===== src/rtl/instr_feeder_pkg.sv =====
// Shared definitions for the instruction feeder: instruction field layout,
// opcode constants for building program words, and the feeder FSM states.
package instr_feeder_pkg;

  localparam int          IW_DEF        = 16;
  localparam logic [15:0] HALT_WORD_DEF = 16'hFFFF;

  localparam int OP_MSB  = 15;
  localparam int OP_LSB  = 12;
  localparam int RX_MSB  = 11;
  localparam int RX_LSB  = 9;
  localparam int RY_MSB  = 8;
  localparam int RY_LSB  = 6;
  localparam int IMM_MSB = 8;
  localparam int IMM_LSB = 0;

  localparam logic [3:0] OP_MV  = 4'h8;
  localparam logic [3:0] OP_MVI = 4'hA;
  localparam logic [3:0] OP_ADD = 4'h2;
  localparam logic [3:0] OP_SUB = 4'h4;

  typedef enum logic [2:0] {
    ST_IDLE,
    ST_FETCH,
    ST_ISSUE,
    ST_WAIT,
    ST_HALTED
  } state_t;

  // Register-register form: op rx, ry
  function automatic logic [15:0] mk_rr(input logic [3:0] op, input logic [2:0] rx,
                                        input logic [2:0] ry);
    logic [15:0] w;
    w                = '0;
    w[OP_MSB:OP_LSB] = op;
    w[RX_MSB:RX_LSB] = rx;
    w[RY_MSB:RY_LSB] = ry;
    return w;
  endfunction

  // Immediate form: op rx, #imm
  function automatic logic [15:0] mk_imm(input logic [3:0] op, input logic [2:0] rx,
                                         input logic [8:0] imm);
    logic [15:0] w;
    w                  = '0;
    w[OP_MSB:OP_LSB]   = op;
    w[RX_MSB:RX_LSB]   = rx;
    w[IMM_MSB:IMM_LSB] = imm;
    return w;
  endfunction

endpackage


===== src/rtl/instr_feeder_if.sv =====
// Processor-side handshake of the instruction feeder: instruction word, run
// pulse, completion strobe and the processor bus value captured on completion.
interface instr_feeder_if
  import instr_feeder_pkg::*;
#(
  parameter int IW = IW_DEF
) ();

  logic [IW-1:0] iin;
  logic          run;
  logic          done;
  logic [15:0]   bus;

  modport master (output iin, output run, input done, input bus);
  modport slave  (input iin, input run, output done, output bus);

endinterface


===== src/rtl/instr_feeder_program_ram.sv =====
// Program store: 2**AW x IW synchronous RAM with registered read. A write to
// the address being read in the same cycle returns the new word.
module instr_feeder_program_ram #(
  parameter int AW = 4,
  parameter int IW = 16
) (
  input  logic          clock,
  input  logic          wr_en,
  input  logic [AW-1:0] wr_addr,
  input  logic [IW-1:0] wr_data,
  input  logic [AW-1:0] rd_addr,
  output logic [IW-1:0] rd_data
);

  logic [IW-1:0] mem [2**AW];

  always_ff @(posedge clock) begin
    if (wr_en) mem[wr_addr] <= wr_data;
    rd_data <= (wr_en && (wr_addr == rd_addr)) ? wr_data : mem[rd_addr];
  end

endmodule


===== src/rtl/instr_feeder.sv =====
// Instruction feeder: issues preloaded program words to the processor one at a
// time (fetch, pulse run, wait for done) until halt word, program end or timeout.
module instr_feeder
  import instr_feeder_pkg::*;
#(
  parameter int            AW        = 4,
  parameter int            IW        = IW_DEF,
  parameter logic [IW-1:0] HALT_WORD = IW'(HALT_WORD_DEF),
  parameter int            TIMEOUT   = 64
) (
  input  logic                 clock,
  input  logic                 resetn,
  input  logic                 wr_en,
  input  logic [AW-1:0]        wr_addr,
  input  logic [IW-1:0]        wr_data,
  input  logic [AW:0]          prog_len,
  input  logic                 start,
  instr_feeder_if.master       proc,
  output logic [AW-1:0]        pc,
  output logic                 busy,
  output logic                 halted,
  output logic                 timeout,
  output logic [15:0]          last_bus
);

  localparam logic [AW:0] DEPTH    = {1'b1, {AW{1'b0}}};
  localparam logic [7:0]  CNT_LAST = 8'(TIMEOUT - 1);

  state_t        state, state_d;
  logic [AW-1:0] pc_d;
  logic [AW:0]   len;
  logic [AW:0]   len_clamped;
  logic [7:0]    cnt;
  logic [IW-1:0] iin_q;
  logic [IW-1:0] rd_data;
  logic          start_ok;
  logic          last_pc;
  logic          cnt_expired;
  logic          is_halt;
  logic          ram_we;

  assign len_clamped = (prog_len > DEPTH) ? DEPTH : prog_len;
  assign start_ok    = start && ((state == ST_IDLE) || (state == ST_HALTED));
  assign last_pc     = ({1'b0, pc} == (len - (AW+1)'(1)));
  assign cnt_expired = (cnt == CNT_LAST);
  assign is_halt     = (rd_data == HALT_WORD);
  // Writes are locked out while a program runs and while reset is asserted.
  assign ram_we      = wr_en && !busy && !resetn;

  // The RAM reads the address pc will hold next, so the word is ready in FETCH.
  instr_feeder_program_ram #(
    .AW (AW),
    .IW (IW)
  ) u_ram (
    .clock   (clock),
    .wr_en   (ram_we),
    .wr_addr (wr_addr),
    .wr_data (wr_data),
    .rd_addr (pc_d),
    .rd_data (rd_data)
  );

  always_ff @(posedge clock) begin
    if (resetn) state <= ST_IDLE;
    else        state <= state_d;
  end

  always_comb begin
    state_d = state;
    pc_d    = pc;
    case (state)
      ST_IDLE, ST_HALTED: begin
        if (start) begin
          pc_d    = '0;
          state_d = (len_clamped == '0) ? ST_HALTED : ST_FETCH;
        end
      end
      ST_FETCH: state_d = is_halt ? ST_HALTED : ST_ISSUE;
      ST_ISSUE: state_d = ST_WAIT;
      ST_WAIT: begin
        if (proc.done) begin
          if (last_pc) begin
            state_d = ST_HALTED;
          end else begin
            pc_d    = pc + 1'b1;
            state_d = ST_FETCH;
          end
        end else if (cnt_expired) begin
          state_d = ST_HALTED;
        end
      end
      default: state_d = ST_IDLE;
    endcase
  end

  always_comb begin
    busy     = (state == ST_FETCH) || (state == ST_ISSUE) || (state == ST_WAIT);
    halted   = (state == ST_HALTED);
    proc.run = (state == ST_ISSUE);
  end

  assign proc.iin = iin_q;

  always_ff @(posedge clock) begin
    if (resetn) begin
      pc       <= '0;
      len      <= '0;
      cnt      <= '0;
      iin_q    <= '0;
      timeout  <= 1'b0;
      last_bus <= '0;
    end else begin
      pc <= pc_d;
      if (start_ok) begin
        len     <= len_clamped;
        timeout <= 1'b0;
      end
      // A halt word never reaches the processor; iin keeps the last issued word.
      if ((state == ST_FETCH) && !is_halt) iin_q <= rd_data;
      if (state == ST_ISSUE)     cnt <= '0;
      else if (state == ST_WAIT) cnt <= cnt + 8'd1;
      if ((state == ST_WAIT) && proc.done) last_bus <= proc.bus;
      // done on the final counter cycle wins over the timeout.
      if ((state == ST_WAIT) && !proc.done && cnt_expired) timeout <= 1'b1;
    end
  end

endmodule


===== src/flat_wrapper.sv =====
// flat-port wrapper written by rule: the top's interface ports become plain ports
module instr_feeder_flat import instr_feeder_pkg::*;
#(
  parameter int            AW        = 4,
  parameter int            IW        = IW_DEF,
  parameter logic [IW-1:0] HALT_WORD = IW'(HALT_WORD_DEF),
  parameter int            TIMEOUT   = 64
)
  (clock, resetn, wr_en, wr_addr, wr_data, prog_len, start, pc, busy, halted, timeout, last_bus, proc_iin, proc_run, proc_done, proc_bus);
  instr_feeder_if #(.IW(IW)) proc_i ();
  input  logic clock;
  input  logic resetn;
  input  logic wr_en;
  input  logic [AW-1:0] wr_addr;
  input  logic [IW-1:0] wr_data;
  input  logic [AW:0] prog_len;
  input  logic start;
  output logic [AW-1:0] pc;
  output logic busy;
  output logic halted;
  output logic timeout;
  output logic [15:0] last_bus;
  output wire logic [$bits(proc_i.iin)-1:0] proc_iin;
  output wire logic [$bits(proc_i.run)-1:0] proc_run;
  input wire logic [$bits(proc_i.done)-1:0] proc_done;
  input wire logic [$bits(proc_i.bus)-1:0] proc_bus;
  assign proc_iin = proc_i.iin;
  assign proc_run = proc_i.run;
  assign proc_i.done = proc_done;
  assign proc_i.bus = proc_bus;
  instr_feeder #(.AW(AW), .IW(IW), .HALT_WORD(HALT_WORD), .TIMEOUT(TIMEOUT)) u_core (.clock(clock), .resetn(resetn), .wr_en(wr_en), .wr_addr(wr_addr), .wr_data(wr_data), .prog_len(prog_len), .start(start), .proc(proc_i), .pc(pc), .busy(busy), .halted(halted), .timeout(timeout), .last_bus(last_bus));
endmodule

===== config.mk =====
export PLATFORM = sky130hd
export DESIGN_NAME = instr_feeder_flat
export DESIGN_NICKNAME = d
export VERILOG_FILES = /design/src/rtl/instr_feeder_pkg.sv /design/src/rtl/instr_feeder_if.sv /design/src/rtl/instr_feeder_program_ram.sv /design/src/rtl/instr_feeder.sv /design/src/flat_wrapper.sv
export SDC_FILE = /design/constraint.sdc
export NUM_CORES = 1
export LEC_CHECK = 0
export CAP_MARGIN = 20
export CORE_MARGIN = 10
export CORE_UTILIZATION = 48
export DETAILED_ROUTE_END_ITERATION = 8
export GPL_TIMING_DRIVEN = 0
export PLACE_DENSITY = 0.76
export SLEW_MARGIN = 20
export SYNTH_ARGS = -nofsm -noshare
export SYNTH_HDL_FRONTEND = slang
export SYNTH_SLANG_ARGS = --single-unit

===== constraint.sdc =====
create_clock -name clock -period 9.1 [get_ports clock]
set_input_delay 1.82 -clock clock [delete_from_list [all_inputs] [get_ports clock]]
set_output_delay 1.82 -clock clock [all_outputs]
set_load 0.005 [all_outputs]

==> flow_metrics.py <==
metrics = {
    "critical_path": {
        "crit_path_start_kind": "input port",
        "path_max_fanout": 10,
        "r2r-end": "u_core.proc.iin[11]",
        "critPathCaptureType": "flop",
        "critical_path_required_ns": 9.35,
        "crit_slowest_cell": "nor3b_2",
        "worstPathCellList": "clkdlybuf4s50_1, clkbuf_1, nor3b_2, nand3b_1, nor3_2, buf_4, buf_4",
        "worst-path-buf-inv": 4,
        "cpMostUsedCell": "buf_4",
        "critPathArrivalTime_ns": 4.42,
        "worstSetupPathType": "input port to flop",
        "reg2reg_depth": 10,
        "critical-path-max-stage-delay_ns": 0.58,
        "critical-path-top-delay-family": "simple AND/OR/NAND/NOR gates",
        "rrSetupSlack_ns": 5.85,
    },
    "synthesis": {
        "ys_warn_count": 0,
        "synth.area.top_cells": "edfxtp_1 (62%), mux4_2 (12%), dfxtp_1 (9.2%)",
        "synth-seq-area-share": 0.7092,
        "synth-compound-area-share": 0.04865,
        "synthTopCellsByCount": "edfxtp_1 (256), mux4_2 (67), nand2_1 (62), dfxtp_1 (57), nor2_1 (50)",
        "ys_async_sr_fraction": 0,
        "synthXorXnorAreaFrac": 0.01055,
        "ys_types": 54,
        "synthAdderAreaFrac": 0.003015,
        "synth_flop_cell": "edfxtp_1",
        "yosysTopAreaCell": "edfxtp_1",
        "synth_area_sq_um": 12450,
        "synth-simple-area-share": 0.07800,
        "synth_mux_area_frac": 0.1286,
        "syn-num-nets": 794,
        "synth_top_area_share": 0.6175,
        "postSynthAreaPerCell_sq_um": 16.71,
        "ys_seq_elements": 313,
        "synth_edf_count": 256,
        "yosysMostFrequentCell": "edfxtp_1",
        "netlist_instances": 745,
        "synth_top_family_by_area": "multiplexers",
    },
    "power_and_ir_drop": {
        "pwr-share-clk": 0.403,
        "p_sw_uw": 629.2,
        "seqPwrFrac": 0.534,
        "p_leak_uw": 0.004665,
        "pwr-share-comb": 0.063,
        "p_sw_frac": 0.2118,
        "power.density_nw_per_um2": 200.0,
        "vdd_ir_drop_max_mv": 0.1622,
        "power.internal_uw": 2342,
    },
    "detailed_routing": {
        "dr.pass1.iters": 5,
        "drc": 0,
        "initialDrtViolationCount": 729,
        "antenna_left": 0,
        "viasPerCell": 5.821,
        "vias": 7131,
        "wl_per_cell_um": 23.27,
        "wirelength_um": 28510,
    },
    "finish": {
        "antenna_cells": 0,
        "fin_util": 0.5864,
        "fin_area_sq_um": 14850,
        "fin_nets": 920,
        "area_growth_pct": 19.31,
        "n_fill_cell": 1871,
        "drive_gt1_frac": 0.1855,
    },
    "cts": {
        "clockBufferDepth": 3,
        "cts-root-buf": "clkbuf_16",
        "clk_latency_ns": 0.55,
        "h-tree-depth": 1,
        "path_clk_slew_ns": 0.06,
        "cts_buffers": 31,
        "hold_buffers": 0,
        "clkSinkCount": 313,
        "cts_resized": 0,
        "post-cts-setup-buffers": 0,
        "cts_tree": "done",
    },
    "timing": {
        "finalHoldWorstSlack_ns": 0.4524,
        "period_minus_slack_ns": 4.173,
        "fmax_mhz": 239.6,
        "tightest_slew_ns": 1.108,
        "hold_viol": 0,
        "report.final.slew_viol_count": 0,
        "setup_tns_ns": 0,
        "rsz0062_at_grt": "no",
        "post-route-period-util": 0.4586,
        "maxSlewHeadroom": 0.2587,
        "skew_ns": 0.01140,
        "setup_viol": 0,
    },
    "min_path": {
        "hold_class": "flop to flop",
        "min_path_cells": 2,
        "whs_endpoint": "u_core.last_bus[4]",
        "holdCritStartpoint": "u_core.last_bus[4]",
    },
    "die": {
        "die-height_um": 181.0,
        "die_area_sq_um": 32780,
        "core-area_sq_um": 25330,
        "ios": 86,
        "row_count": 58,
        "die_w_um": 181.0,
        "start_util": 0.4915,
    },
    "placed_design": {
        "numPortBuffers": 85,
        "dp_hpwl_um": 18320,
        "place_congestion": 0.8138,
        "dpl_cell_area_sq_um": 13890,
    },
    "global_routing": {
        "grt_pass1_wl_um": 43370,
        "grt-ovfl-total": 0,
        "track_usage": 0.1695,
        "grt_max_degree": 17,
        "antenna_found_initial": 0,
        "grt_pass1_vias": 7089,
    },
    "flow_run": {
        "drv_cap": 0,
    },
    "status": {
        "status": "finished, final reports clean",
    },
}
==> sequential cells by signal (all words and copies together), names as in the netlist, named ones only <==
name,cells
u_core.cnt,8
u_core.last_bus,16
u_core.len,5
u_core.pc,4
u_core.proc.iin,16
u_core.state,3
u_core.timeout,1
u_core.u_ram.mem,256
==> metal layers <==
layer  vias to the layer above  track usage  wire length, um
li1                       3195            -                -
met1                      3591       0.2325            12350
met2                       308       0.2648            13110
met3                        37      0.04835             2567
met4                         0      0.03514              477
met5                         -            0                0
==> worst register-to-register path, cell delays in order (launching register included) <==
cell      delay, ns
dfxtp_1        0.31
buf_2          0.24
buf_6          0.21
clkbuf_1       0.47
mux4_2         0.40
a221oi_1       0.66
nor3_2         0.12
nand3_2        0.18
buf_4          0.21
mux2i_1        0.21
o311ai_1       0.11
==> power by group through the flow <==
stage | combinational [uW] | sequential (uW) | clock [uW]
finish | 188 | 1590 | 1200
global route | 206 | 1590 | 1270
CTS | 189 | 1590 | 1220
detailed placement | 188 | 1620 | 0
global placement | 180 | 1620 | 0
floorplan | 90.0 | 1620 | 0
==> area by class of cell <==
| class | count | area [sq um] | share of cell area |
|---|---|---|---|
| Sequential cell | 313 | 8828 | 0.5944 |
| Multi-Input combinational cell | 382 | 3461 | 0.2330 |
| Timing Repair Buffer | 93 | 918.4 | 0.06184 |
| Clock buffer | 34 | 787.0 | 0.05299 |
| Tap cell | 330 | 412.9 | 0.02780 |
| Buffer | 39 | 232.7 | 0.01567 |
| Clock inverter | 23 | 170.2 | 0.01146 |
| Inverter | 11 | 41.29 | 0.002780 |
==> worst max-delay path by stage <==
stage	depth (start not counted)	from	to
finish	7	resetn	u_core.u_ram.mem[2][11]
global route	7	resetn	u_core.u_ram.mem[2][11]
CTS	7	resetn	u_core.u_ram.mem[2][11]
detailed placement	7	resetn	u_core.u_ram.mem[2][2]
global placement	5	resetn	u_core.u_ram.mem[0][7]
floorplan	4	resetn	u_core.u_ram.mem[0][0]
==> logic make-up (layout without fill, tap and decap cells) <==
kind of cell / after synthesis / after routing
AND/OR/NAND/NOR: 196 / 196
multiplexers: 76 / 76
buffers and inverters: 50 / 200
adder cells (fa/ha/maj): 3 / 3
XOR/XNOR: 15 / 15
AO/OA/AOI/OAI: 92 / 92
flip-flops: 313 / 313
==> through the flow <==
step,setup WS (ns),power (uW),std cells
CTS,4.587,2993,1225
floorplan,4.731,1706,745
detailed placement,4.002,1805,1168
finish,4.927,2971,1225
global placement,2.395,1796,1160
global route,4.782,3067,1225
==> layout by cell type, fill, tap and decap left out, types with 5 or more instances in the layout <==
master	instances
a21oi_1	38
a22oi_1	17
a31oi_1	5
buf_2	9
buf_4	8
buf_6	8
clkbuf_1	22
clkbuf_16	31
clkdlybuf4s50_1	85
clkinv_1	8
clkinv_2	8
dfxtp_1	57
edfxtp_1	256
inv_1	10
mux2i_1	8
mux4_2	67
nand2_1	62
nand2b_1	13
nand3_1	12
nor2_1	38
nor2_4	12
nor2b_1	10
nor3_1	6
nor3_2	5
nor3b_1	8
nor4_1	6
o311ai_0	8
o311ai_1	6
xnor2_1	8
xor2_1	7
(Power assumes the default switching activity.)
